### src/rtl/prog_mem_arbiter.sv
// prog_mem_arbiter: two requesters share one combinational program-memory read
// port. Round-robin grant, byte-to-word address conversion, misalignment and
// range flags, and a two-stage registered pipeline with fixed 2-cycle latency.
module prog_mem_arbiter #(
    parameter int unsigned MEM_WORDS = 256,
    parameter bit          LAT_FLAG  = 1'b0
) (
    input  logic        clk,
    input  logic        rst,
    input  logic        req0_valid,
    input  logic [31:0] req0_addr,
    output logic        req0_ready,
    output logic        rsp0_valid,
    output logic [31:0] rsp0_data,
    output logic        rsp0_err,
    input  logic        req1_valid,
    input  logic [31:0] req1_addr,
    output logic        req1_ready,
    output logic        rsp1_valid,
    output logic [31:0] rsp1_data,
    output logic        rsp1_err,
    output logic [31:0] mem_addr,
    input  logic [31:0] mem_data
);

    logic        last_grant;
    logic        accept;
    logic        acc_id;
    logic [31:0] acc_addr;

    logic        s1_valid;
    logic        s1_id;
    logic [29:0] s1_word;
    logic        s1_mis;
    logic        s1_oor;

    logic [31:0] s1_rdata;
    logic        s1_err;

    // Round-robin grant: contention goes to the port not granted last time
    always_comb begin
        req0_ready = req0_valid && (!req1_valid || last_grant);
        req1_ready = req1_valid && (!req0_valid || !last_grant);
        accept     = req0_ready || req1_ready;
        acc_id     = req1_ready;
        acc_addr   = req1_ready ? req1_addr : req0_addr;
    end

    // Remember which port was granted most recently
    always_ff @(posedge clk or posedge rst) begin
        if (rst) begin
            last_grant <= 1'b1;
        end else if (accept) begin
            last_grant <= acc_id;
        end
    end

    // Stage 1: capture the accepted request and classify its address;
    // only the word index is kept since the byte offset is folded into s1_mis
    always_ff @(posedge clk or posedge rst) begin
        if (rst) begin
            s1_valid <= 1'b0;
            s1_id    <= 1'b0;
            s1_word  <= '0;
            s1_mis   <= 1'b0;
            s1_oor   <= 1'b0;
        end else begin
            s1_valid <= accept;
            if (accept) begin
                s1_id   <= acc_id;
                s1_word <= acc_addr[31:2];
                s1_mis  <= (acc_addr[1:0] != 2'b00);
                s1_oor  <= ({2'b00, acc_addr[31:2]} >= 32'(MEM_WORDS));
            end
        end
    end

    assign mem_addr = {2'b00, s1_word};

    // Response word and error for the access currently in stage 1
    always_comb begin
        s1_rdata = (s1_mis || s1_oor) ? '0 : mem_data;
        s1_err   = s1_mis || (LAT_FLAG && s1_oor);
    end

    // Stage 2: one-cycle response pulse to the owning port; data/err hold otherwise
    always_ff @(posedge clk or posedge rst) begin
        if (rst) begin
            rsp0_valid <= 1'b0;
            rsp0_data  <= '0;
            rsp0_err   <= 1'b0;
            rsp1_valid <= 1'b0;
            rsp1_data  <= '0;
            rsp1_err   <= 1'b0;
        end else begin
            rsp0_valid <= s1_valid && !s1_id;
            rsp1_valid <= s1_valid && s1_id;
            if (s1_valid && !s1_id) begin
                rsp0_data <= s1_rdata;
                rsp0_err  <= s1_err;
            end
            if (s1_valid && s1_id) begin
                rsp1_data <= s1_rdata;
                rsp1_err  <= s1_err;
            end
        end
    end

endmodule

### config.mk
export PLATFORM = sky130hd
export DESIGN_NAME = prog_mem_arbiter
export DESIGN_NICKNAME = d
export VERILOG_FILES = /design/src/rtl/prog_mem_arbiter.sv
export SDC_FILE = /design/constraint.sdc
export NUM_CORES = 1
export LEC_CHECK = 0
export ABC_AREA = 1
export BUFFER_PORTS_ARGS = -buffer_cell sky130_fd_sc_hd__buf_2
export CORE_MARGIN = 2
export CORE_UTILIZATION = 42
export CTS_CLUSTER_DIAMETER = 200
export DETAILED_ROUTE_END_ITERATION = 7
export GPL_TIMING_DRIVEN = 0
export HOLD_SLACK_MARGIN = 0.15
export PLACE_DENSITY_LB_ADDON = 0.3
export SYNTH_ARGS = -nofsm -noshare
export SYNTH_HDL_FRONTEND = slang
export SYNTH_SLANG_ARGS = --single-unit
### constraint.sdc
create_clock -name clk -period 2.8 [get_ports clk]
set_input_delay 0.14 -clock clk [delete_from_list [all_inputs] [get_ports clk]]
set_output_delay 0.14 -clock clk [all_outputs]
set_load 0.02 [all_outputs]
Word-level counts from Yosys, hierarchy flattened. Cells that the tools add are included. W data, S select, Z words.

Reductions and logical operators: 13. Multiplexer cells: 2. Order comparisons: 1.

Operators by type and width (number): $mux W32 (2); $ge A30 B9 Y1 const B (1); $logic_and A1 B1 Y1 (4); $logic_not A1 Y1 (4); $logic_or A1 B1 Y1 (4); $reduce_bool A2 Y1 (1).

Flip-flop bits (word level): 103. Output and inout port bits: 102.

Depth between registers and ports, before layout. Gate-level depths: netlist of run 1.

Depth in word-level cells: 5. Depth in mapped cells: 11. Mapped depth without buffers: 11.

Least setup slack after synthesis of run 1. Ideal clock, no wire load.

Path type: register -> register. From: register last_grant. To: register s1_oor. Library setup time: 0.113 ns. Data arrival time: 1.322 ns. Stages on the path, launching flop included: 11. Period minus slack after synthesis: 1.435 ns. Required time: 2.687 ns. Buffers on the path: 1. Path slack: 1.365 ns. Cell sequence: dfstp_2 -> nand2_1 -> nand2_2 -> buf_4 -> nand2_1 -> o21ai_1 -> nand3_1 -> nor2_1 -> nand3_1 -> nand2_1 -> inv_1.

Cells in the longest elaborated chain, start to end: 5. Elaborated cells between the ends (all ways): 8. Those cells by class: 1 x order compare; 1 x mux; 6 x reduce/logical.

RTL lines: start: declaration (line 26) `logic last_grant;`; start signal: assignment (line 54) `last_grant <= acc_id;`; $logic_not A1 Y1 (line 43) `req1_ready = req1_valid && (!req0_valid || !last_grant);`; $logic_or A1 B1 Y1 (line 43); $logic_and A1 B1 Y1 (line 43); $mux W32 (line 46) `acc_addr = req1_ready ? req1_addr : req0_addr;`; $ge A30 B9 Y1 (line 73) `s1_oor <= ({2'b00, acc_addr[31:2]} >= 32'(MEM_WORDS));`; end signal: assignment (line 73); end: declaration (line 35) `logic s1_oor;`.

Parallel ways exist; a longest one is shown, timed or not. A chain may end at the register's enable or synchronous reset.

Worst setup path in the final report of run 1.
From: input port req0_valid. To: register s1_mis, in the netlist s1_err.

Cells in the longest elaborated chain, start to end: 5. Elaborated cells between the ends (all ways): 7. Those cells by class: 1 x mux; 6 x reduce/logical.

RTL lines: start: declaration (line 10) `input logic req0_valid,`; $logic_not A1 Y1 (line 43); $logic_or A1 B1 Y1 (line 43); $logic_and A1 B1 Y1 (line 43); $mux W32 (line 46); $reduce_bool A2 Y1 (line 72) `s1_mis <= (acc_addr[1:0] != 2'b00);`; end signal: assignment (line 72); end: declaration (line 34) `logic s1_mis;`.

Parallel ways exist; a longest one is shown, timed or not.

==> results of run 1 <==
## cell usage after synthesis, drive strengths merged
cell	instances
or2	1
o21ai	74
inv	13
clkbuf	15
nand2	171
nor2	45
buf	18
dfstp	1
conb	1
a31oi	27
dfrtp	102
nand3b	2
nand3	21
## layer usage
metal | routed length [um] | global-route usage [%] | share of wire [%]
met5 | 0 | 0 | 0
met4 | 392 | 12.29 | 2.8
met3 | 927 | 4.741 | 6.6
met2 | 7143 | 45.78 | 51
met1 | 5663 | 30.40 | 40
## worst register-to-register path: cells and delay by family (launching register included)
family / cells / cell delay (ns)
compound gates: 2 / 0.19
simple gates: 2 / 0.30
buf+inv: 4 / 1.40
flops: 1 / 0.55
## placed cells by master (no fill, tap or decap), types with 3 or more instances in the layout
master         count
buf_2            210
nand2_1          170
nor2_1            45
o21ai_0           73
inv_1             11
clkbuf_1          16
dlygate4sd3_1     94
nand3_1           21
clkbuf_8          10
a31oi_1           27
buf_4              5
dfrtp_1          102
clkinvlp_4         3
## repair_timing
item | CTS | global route
resized for setup | 0 | 0
hold endpoints to repair | 117 | 0
buffers inserted | 0 | 0
hold buffers | 94 | 0
## power by group through the flow
stage / clock network, mW / logic [mW] / registers (mW)
2_1_floorplan: 0 / 0.235 / 1.71
3_3_place_gp: 0 / 0.546 / 1.63
3_5_place_dp: 0 / 0.561 / 1.63
4_1_cts: 0.878 / 0.708 / 1.61
5_1_grt: 0.940 / 0.781 / 1.61
6_report: 0.857 / 0.717 / 1.61
## cells by family (layout without fill, tap and decap cells)
group	count (synthesis)	count (layout)	synth area share, %
simple gates	240	240	22.02
compound gates	101	101	12.64
flops	103	103	60.44
other cells	1	2	0.08789
buf+inv	46	357	4.809
## cell type report
cell class	instances	area [sq um]	area share, %
repair buffers	295	1977	29.99
clock buffers	11	141.4	2.145
inverters	13	52.55	0.7971
multi-input cells	343	1486	22.55
clock inverters	5	33.78	0.5124
plain buffers	33	156.4	2.372
flip-flops and latches	103	2579	39.12
well taps	133	166.4	2.524
## through the flow
stage	util, %	total power, mW	area [sq um]
after global placement	55.36	2.178	5436
after global routing	67.14	3.335	6593
after floorplan	-	1.950	4274
final	67.14	3.181	6593
after detailed placement	55.77	2.193	5477
after CTS	67.14	3.191	6593
## worst paths after layout
kind | startpoint | end | slack [ns] | cells after the start
min reg2reg | rsp0_data[9]$_DFFE_PP0P_ | rsp0_data[9]$_DFFE_PP0P_ | 0.49 | 2
max reg2reg | last_grant$_DFFE_PP1P_ | s1_err$_DFFE_PP0P_ | 0.25 | 8
max | req0_valid | s1_err$_DFFE_PP0P_ | 0.23 | 10
max in group asynchronous | rst | last_grant$_DFFE_PP1P_ | 1.82 | 4
min | req1_addr[30] | s1_word[28]$_DFFE_PP0P_ | 0.20 | 4
min in group asynchronous | rst | rsp0_data[29]$_DFFE_PP0P_ | 0.37 | 3
==> summary.txt, run 1 <==
Timing
  – Setup ws final: 0.2344 ns
  – Fin. Hold Viols: 0
  – Relative slew slack: ~64%
  – Setup TNS: 0 ns
  – Fmax: roughly 0.4 GHz
  – RSZ-0062 raised after global routing: false
  – Period utilisation layout: 91.63%
  – Minimum hold slack: around 0.2 ns
  – Slew @ Worst Pin: 0.5466 ns
  – Final setup skew: 0.008335 ns
  – Endpoints failing setup: 0
  – Slew Viols, Final: 0
  – Min cycle time layout: 2.566 ns

Synthesis
  – Largest cells by area after synthesis: dfrtp_1 (60%), nand2_1 (15%), o21ai_0 (8.6%)
  – Yosys top cell by area: dfrtp_1
  – Register area share after synthesis: between 60% and 70%
  – Syn Area/Cell: 8.690 sq um
  – Post-synth cell types: 18
  – Share of Yosys cell area claimed by the top area cell type: 59.82%
  – Number of synthesized register bits: 103
  – Cells after Synth: 491
  – Area of the mapped netlist: 0.004267 sq mm
  – Synth warnings: 0

Finish
  – N_diodes: 0
  – Layout cells sized above 1: 29.51%
  – Fill count: about 790
  – Syn-to-layout area delta: 54.52%
  – Fin nets: 898
  – Regs by FF count: rsp0_data x32, rsp1_data x32, s1_word x30
  – Non-filler instance count after layout: around 940

Critical path
  – Crit path max fanout: 10
  – Slowest CP cell: dlygate4sd3_1
  – Buf/Inv on CP: 6
  – Max incr delay on CP: 0.57 ns
  – Critical Path Start Type: primary input
  – Cell family with most CP delay: buffers and inverters
  – Critical Path Sink Type: flop
  – Worst EP arrival: 2.87 ns
  – Worst Path Required: roughly 3.1 ns
  – Setup Crit Path Kind: primary input to flop
  – Critical Path, Cell by Cell: dlygate4sd3_1, buf_2, nand2_1, nand2_2, inv_1, buf_2, o21ai_0, dlygate4sd3_1, a31oi_1, dlygate4sd3_1
  – CP dominant cell by count: dlygate4sd3_1

Power
  – Comb power frac: 22.5%
  – Power per cell area: 482.5 mW/mm^2
  – Flop pwr share: 50.5%
  – Cell Int Power: 2.221 mW
  – P_sw: approximately 0.96 mW
  – Sw Ratio: 30.17%
  – Clock share of power: 27.0%
  – Max IR drop VDD: ~240 uV
  – P_leak: 3.423 nW

Global routing
  – Initial antenna violation count: 0
  – Vias in the first global route: 4840
  – Pin count of the biggest net entering global routing: 46
  – Gr ovfl total: 0
  – First-pass GRT wire length: 22900 um
  – Total GRT Usage: 25.93%

Placement
  – Port bufs: roughly 200
  – Hpwl dp: 9458 um
  – Place WS: 1.031 ns
  – GPL Wtd Cong: between 0.8 and 0.9
  – Placed Cells: 826

Route
  – Final WL: 14130 um
  – # DRC: 0
  – DR iter-0 viols: 211
  – Routed vias/inst: 5.015
  – Routed via count: roughly 4.7k
  – DR WL/cell: about 15 um
  – Final antenna-violating net count: 0
  – Drt pass-1 iters: 5

Floorplanning
  – I/O pins: 202
  – Initial core utilization: a little over two fifths
  – Die H: 104.8 um
  – Die span in x: 104.8 um
  – Row count: 36
  – CORE AREA: between 0.009 and 0.01 sq mm
  – DIE AREA: approximately 0.011 sq mm

CTS
  – Num CTS Buffers: 9
  – CTS sink cnt: 103
  – Clock Latency Late Sink: between 0.3 and 0.4 ns
  – Root Buffer: clkbuf_8
  – H-tree Lvls: 3
  – CTS tree: done
  – CTS max path bufs: 2
  – Reg clk slew, reported paths: 0.09 ns

Outcome
  – Status: complete, no violations

Run
  – Max Cap Violations: 0

Hold path
  – Hold Crit Class: primary input to flop
Power figures use the tool's default switching activity.
==> run 2, diff against run 1 <==
- CORE_UTILIZATION: 42 -> 45
- PLACE_DENSITY: not set -> 0.75
- PLACE_DENSITY_LB_ADDON: 0.3 -> not set
- clock period: 2.8 -> 3.23 ns (I/O delays scaled with it)
==> summary.txt, run 2 (synthesis results as in run 1) <==
Critical path
  – Max incr delay on CP: 0.62 ns (+0.05 ns)
  – Worst EP arrival: 2.50 ns (-0.37 ns)
  – Crit path max fanout: 10 (unchanged)
  – Cell family with most CP delay: buffers and inverters
  – Buf/Inv on CP: 2 (-4)
  – Critical Path, Cell by Cell: nand2_1, nand3_1, buf_1, nor2_1, a31oi_1, dlygate4sd3_1
  – Slowest CP cell: dlygate4sd3_1
  – Critical Path Sink Type: flop
  – Setup Crit Path Kind: flop to flop
  – Worst Path Required: 3.52 ns (+0.42 ns)
  – Critical Path Start Type: flop

Finish
  – N_diodes: 0 (unchanged)
  – Regs by FF count: rsp0_data x32, rsp1_data x32, s1_word x30
  – Fill count: 706 (-11%)
  – Layout cells sized above 1: 29.65% (+0.13 points)
  – Most frequent cells in the layout: buf_2 (210), nand2_1 (170), dfrtp_1 (102), dlygate4sd3_1 (89), o21ai_0 (73)
  – Register area: 0.002579 sq mm (unchanged)
  – Syn-to-layout area delta: 54.16%
  – Fin nets: 892 (-0.67%)
  – Final Util: 71.18% (+4.0 points)
  – Commonest non-fill, non-tap cell in the layout: buf_2
  – Multi-input gate area: 0.001486 sq mm (unchanged)

Route
  – Final antenna-violating net count: 0 (unchanged)
  – DR WL/cell: 15.12 um (+0.17%)
  – DR iter-0 viols: 239 (+13%)
  – Drt pass-1 iters: 5 (unchanged)
  – Routed vias/inst: 5.077 (+1.2%)
  – # DRC: 0 (unchanged)
  – Routed via count: 4696 (+0.043%)
  – Final WL: 13990 um (-1.0%)

CTS
  – Clock Latency Late Sink: 0.36 ns (about the same)
  – CTS sink cnt: 103 (unchanged)
  – H-tree Lvls: 3 (unchanged)
  – Post-CTS Setup Repair Bufs: 0 (unchanged)
  – Root Buffer: clkbuf_8
  – Reg clk slew, reported paths: 0.10 ns (about the same)
  – CTS tree: done
  – Num CTS Buffers: 9 (unchanged)
  – CTS max path bufs: 2 (unchanged)

Timing
  – Slew @ Worst Pin: 0.5585 ns (+0.01186 ns)
  – Slew Viols, Final: 0 (unchanged)
  – Final setup skew: 0.01412 ns (+0.005786 ns)
  – Fmax: between 0.4 and 0.5 GHz
  – Relative slew slack: 62.77% (-0.79 points)
  – Fin. Hold Viols: 0 (unchanged)
  – RSZ-0062 raised after global routing: false
  – Period utilisation layout: between 60% and 70%
  – Endpoints failing setup: 0 (unchanged)
  – Min cycle time layout: 2.210 ns
  – Setup ws final: 1.020 ns (+0.7857 ns)

Placement
  – Port bufs: 199 (unchanged)
  – GPL Wtd Cong: 0.8409 (-1.0%)
  – Place WS: 1.511 ns (+0.4799 ns)
  – Hpwl dp: 9331 um (-1.3%)

Floorplanning
  – DIE AREA: 0.01028 sq mm (-6.4%)
  – Row count: 35 (-2.8%)
  – I/O pins: 202 (unchanged)
  – Initial core utilization: 46.17% (+2.7 points)
  – Die span in x: 101.4 um (-3.3%)
  – CORE AREA: 0.009240 sq mm (-5.9%)
  – Die H: 101.4 um (-3.3%)

Hold path
  – Hold Crit Class: primary input to flop

Global routing
  – First-pass GRT wire length: 22020 um (-3.8%)
  – Pin count of the biggest net entering global routing: 63 (+37%)
  – Gr ovfl total: 0 (unchanged)
  – Total GRT Usage: 27.50% (+1.6 points)
  – Initial antenna violation count: 0 (unchanged)
  – Vias in the first global route: 4653 (-3.9%)

Power
  – Max IR drop VDD: 285.3 uV (+20%)
  – P_leak: 3.431 nW (+0.25%)
  – Power Total: 2.923 mW (-8.1%)
  – Power per cell area: 444.4 mW/mm^2 (-7.9%)

Run
  – Max Cap Violations: 0 (unchanged)

Outcome
  – Status: complete, no violations
==> run 2: cell count changes in the layout (fill, tap and decap cells not counted) <==
cell	previous run	this run
dlygate4sd3_1	94	89
clkinvlp_4	3	0
buf_12	2	0
bufinv_16	0	2
clkinv_2	2	0
buf_16	0	1
clkbuf_1	16	15
clkbuf_8	10	11
inv_4	0	1
inv_6	0	1
==> run 2: where the power goes <==
part,switching [mW],total (mW),leakage (nW),internal [mW]
logic,0.354,0.618,1.97,0.263
registers,0.0383,1.39,1.34,1.35
clock network,0.434,0.913,0.116,0.479
==> run 2: final timing paths <==
check / cells past startpoint / startpoint / endpoint / slack (ns)
setup reg to reg: 6 / last_grant$_DFFE_PP1P_ / s1_word[22]$_DFFE_PP0P_ / 1.02
setup / recovery: 6 / last_grant$_DFFE_PP1P_ / s1_word[22]$_DFFE_PP0P_ / 1.02
hold reg to reg: 2 / rsp0_data[26]$_DFFE_PP0P_ / rsp0_data[26]$_DFFE_PP0P_ / 0.49
hold / removal: 5 / req0_addr[31] / s1_word[29]$_DFFE_PP0P_ / 0.18
max in group asynchronous: 4 / rst / rsp0_data[25]$_DFFE_PP0P_ / 2.16
min in group asynchronous: 3 / rst / s1_word[12]$_DFFE_PP0P_ / 0.39
==> run 2: worst min-delay path: cells and delay by family <==
kind | cells | cell delay, ns
buffers and inverters | 2 | 0.14
AND/OR/NAND/NOR | 2 | 0.12
AO/OA/AOI/OAI | 1 | 0.07
==> run 2: timing repair <==
action | 4_1_cts | 5_1_grt
hold buffers | 89 | 0
endpoints found under the hold margin | 133 | 0
gates resized for setup | 0 | 0
==> run 2: layer usage <==
| layer | global-route usage [%] | wire length, um | part of all wire, % | up-vias |
|---|---|---|---|---|
| met5 | 0 | 0 | 0 | - |
| met4 | 10.50 | 364 | 2.6 | 0 |
| met3 | 6.832 | 1097 | 7.8 | 32 |
| met2 | 47.38 | 6976 | 50 | 269 |
| met1 | 33.39 | 5547 | 40 | 2194 |
| li1 | - | - | - | 2201 |
==> run 2: final cells by class <==
type                       instances  share of cell area, %
buffer                            33                  2.378
clock buffer                      11                  2.302
clock inverter                     4                  1.179
inverter                          13                 0.7799
multi-input combinational        343                  22.60
sequential                       103                  39.20
tap                              129                  2.454
timing repair buffer             289                  29.10
==> run 2: stage by stage <==
step                setup TNS (ns)  instances  hold slack, ns  cell area (sq um)
floorplan                        0        492          0.2688               4270
global placement            -74.63        820          0.4196               5428
detailed placement               0        821          0.2600               5458
CTS                              0        925          0.1550               6578
global route                     0        925          0.1723               6578
finish                           0        925          0.1780               6578
==> run 3, diff against run 2 <==
- ABC_AREA: 1 -> 0
- clock period: 3.23 -> 2.3 ns (I/O delays scaled with it)
==> summary.txt, run 3 <==
Synthesis
  – Synth Flop Type: dfrtp_1
  – Post-synth cell types: 28 (+10)
  – Ys async rst share: 100.0% (unchanged)
  – Commonest cells in the netlist: nand2_1 (118), dfrtp_1 (102), o21ai_0 (75)
  – Area of the mapped netlist: 0.004208 sq mm (-1.4%)
  – Synth warnings: 0 (unchanged)
  – Syn Area/Cell: 9.971 sq um (+15%)
  – Register area share after synthesis: 61.28% (+0.84 points)
  – Share of Yosys cell area claimed by the top area cell type: 60.66% (+0.84 points)
  – Number of synthesized flops with an enable pin: 0 (unchanged)
  – Most frequent cell after synthesis: nand2_1
  – Yosys top cell by area: dfrtp_1
  – Cells after Synth: 422 (-14%)
  – Number of synthesized register bits: 103 (unchanged)
  – Largest cells by area after synthesis: dfrtp_1 (61%), nand2_1 (11%), o21ai_0 (8.9%)

Global routing
  – First-pass GRT wire length: 22370 um (+1.6%)
  – Gr ovfl total: 0 (unchanged)
  – Pin count of the biggest net entering global routing: 44 (-30%)
  – Initial antenna violation count: 0 (unchanged)
  – Total GRT Usage: 28.56% (+1.1 points)
  – Vias in the first global route: 4574 (-1.7%)

Finish
  – Commonest non-fill, non-tap cell in the layout: buf_2
  – N_diodes: 0 (unchanged)
  – Most frequent cells in the layout: buf_2 (205), nand2_1 (118), dfrtp_1 (102), dlygate4sd3_1 (101), o21ai_0 (75)
  – Register area: 0.002579 sq mm (unchanged)
  – Multi-input gate area: 0.001465 sq mm (-1.4%)
  – Final Util: 72.14% (+0.95 points)
  – Fin nets: 836 (-6.3%)
  – Layout cells sized above 1: 31.85% (+2.2 points)
  – Regs by FF count: rsp0_data x32, rsp1_data x32, s1_word x30
  – Fill count: 695 (-1.6%)
  – Syn-to-layout area delta: 56.91%

Floorplanning
  – DIE AREA: 0.01014 sq mm (-1.3%)
  – Die H: 100.7 um (-0.66%)
  – Row count: 35 (unchanged)
  – Die span in x: 100.7 um (-0.66%)
  – CORE AREA: 0.009153 sq mm (-0.95%)
  – I/O pins: 202 (unchanged)
  – Initial core utilization: 45.97% (-0.20 points)

Placement
  – Port bufs: 199 (unchanged)
  – GPL Wtd Cong: 0.9548 (+14%)
  – Hpwl dp: 9375 um (+0.47%)

Timing
  – Period utilisation layout: 92.99%
  – Fin. Hold Viols: 0 (unchanged)
  – Relative slew slack: 64.71% (+1.9 points)
  – Fmax: 0.4675 GHz
  – Min cycle time layout: 2.139 ns
  – Slew @ Worst Pin: 0.5294 ns (-0.02908 ns)
  – Minimum hold slack: 0.2165 ns (+0.03847 ns)
  – Final setup skew: 0.01081 ns (-0.003311 ns)
  – Setup TNS: 0 ns (unchanged)
  – Slew Viols, Final: 0 (unchanged)
  – RSZ-0062 raised after global routing: false
  – Endpoints failing setup: 0 (unchanged)

CTS
  – Reg clk slew, reported paths: 0.11 ns (about the same)
  – CTS sink cnt: 103 (unchanged)
  – CTS tree: done
  – CTS max path bufs: 2 (unchanged)
  – Clock Latency Late Sink: 0.36 ns (about the same)
  – Num CTS Buffers: 9 (unchanged)
  – H-tree Lvls: 3 (unchanged)
  – Post-CTS Setup Repair Bufs: 0 (unchanged)
  – Root Buffer: clkbuf_8

Route
  – Drt pass-1 iters: 5 (unchanged)
  – Routed vias/inst: 5.154 (+1.5%)
  – Routed via count: 4391 (-6.5%)
  – WL met2: 7356 um (+5.4%)
  – Final antenna-violating net count: 0 (unchanged)
  – # DRC: 0 (unchanged)
  – DR WL/cell: 16.80 um (+11%)
  – Met3 wire len: 1159 um (+5.7%)
  – DR iter-0 viols: 222 (-7.1%)
  – M1 wire length: 5410 um (-2.5%)
  – Final WL: 14320 um (+2.4%)
  – Top sig layer: met4

Critical path
  – Max incr delay on CP: 0.58 ns (-0.04 ns)
  – Worst Path Required: 2.55 ns (-0.97 ns)
  – CP dominant cell by count: dlygate4sd3_1
  – Worst EP arrival: 2.39 ns (-0.11 ns)
  – Critical Path Sink Type: flop
  – Critical Path Start Type: primary input
  – Crit path max fanout: 10 (unchanged)
  – Slowest CP cell: dlygate4sd3_1
  – Setup Crit Path Kind: primary input to flop
  – Critical Path, Cell by Cell: dlygate4sd3_1, buf_2, a21boi_0, buf_4, clkbuf_1, o21ai_0, dlygate4sd3_1

Power
  – Sw Ratio: 29.94% (+1.7 points)
  – Max IR drop VDD: 327.5 uV (+15%)
  – Cell Int Power: 2.834 mW (+35%)
  – Comb power frac: 22.2% (+1.1 points)
  – P_sw: 1.211 mW (+47%)
  – P_leak: 3.342 nW (-2.6%)
  – Power per cell area: 612.7 mW/mm^2 (+38%)
  – Flop pwr share: 48.7% (+1.1 points)
  – Clock share of power: 29.1% (-2.1 points)

Run
  – Max Cap Violations: 0 (unchanged)

Outcome
  – Status: complete, no violations

Hold path
  – Hold Crit Class: primary input to flop
## run 3: cell count changes after synthesis, sizes merged, moves of 2 or more
| cell | delta |
|---|---|
| nand3b | -2 |
| nand3 | -21 |
| nand2 | -53 |
| a31oi | -27 |
| mux2 | +2 |
| o21ai | +10 |
| nor4 | +10 |
| buf | -4 |
| nor2 | -28 |
| mux2i | +30 |
| inv | -7 |
| a21oi | +15 |
## run 3: metal layers
metal | global-route usage (%) | vias up
met5 | 0 | -
met4 | 10.85 | 0
met3 | 6.935 | 35
met2 | 50.77 | 245
met1 | 33.26 | 2073
li1 | - | 2038
## run 3: path summary, 6_finish.rpt
check / startpoint / endpoint / slack (ns) / cells past startpoint
max: req0_valid / s1_word[22]$_DFFE_PP0P_ / 0.16 / 7
min: req1_addr[18] / s1_oor$_DFFE_PP0P_ / 0.22 / 5
max reg2reg: last_grant$_DFFE_PP1P_ / s1_word[22]$_DFFE_PP0P_ / 0.20 / 5
min reg2reg: rsp1_data[19]$_DFFE_PP0P_ / rsp1_data[19]$_DFFE_PP0P_ / 0.48 / 2
max in group asynchronous: rst / last_grant$_DFFE_PP1P_ / 1.31 / 4
min in group asynchronous: rst / s1_word[20]$_DFFE_PP0P_ / 0.35 / 3
## run 3: power by group through the flow
| stage | combinational (mW) | clock [mW] | sequential [mW] |
|---|---|---|---|
| floorplan | 0.273 | 0 | 2.10 |
| global placement | 0.666 | 0 | 2.00 |
| detailed placement | 0.686 | 0 | 2.00 |
| CTS | 0.880 | 1.19 | 1.97 |
| global route | 0.965 | 1.26 | 1.98 |
| finish | 0.898 | 1.18 | 1.97 |
## run 3: cells by family (layout without fill, tap and decap cells)
group,after synthesis,after routing,synth area share (%)
AO/OA/AOI/OAI,104,104,12.94
buffers and inverters,34,352,3.985
flip-flops,103,103,61.28
multiplexers,32,32,7.672
other,1,2,0.08912
AND/OR/NAND/NOR,148,148,14.04
## run 3: what timing repair did
item	CTS	global route
resized for setup	0	0
endpoints found under the hold margin	118	0
hold buffers	101	0
## run 3: per-stage QoR
step                      area, sq um  worst slack, ns  instances  total power [mW]
after global placement           5350           0.3189        733             2.663
after floorplan                  4215           0.9542        423             2.376
final                            6603           0.1611        852             4.046
after global routing             6603          0.01849        852             4.206
after detailed placement         5390           0.5459        735             2.684
after CTS                        6603           0.1982        852             4.034
## run 3: layout make-up
class,count,area share [%]
clock buffer,9,1.876
buffer,28,2.160
inverter,6,0.4359
clock inverter,7,1.175
timing repair buffer,302,31.00
tap,111,2.103
sequential,103,39.06
multi-input combinational,286,22.19
## run 3: critical path, delay by kind of cell
kind,cells,cell delay [ns]
buffers and inverters,5,1.91
AOI/OAI and AO/OA,2,0.36
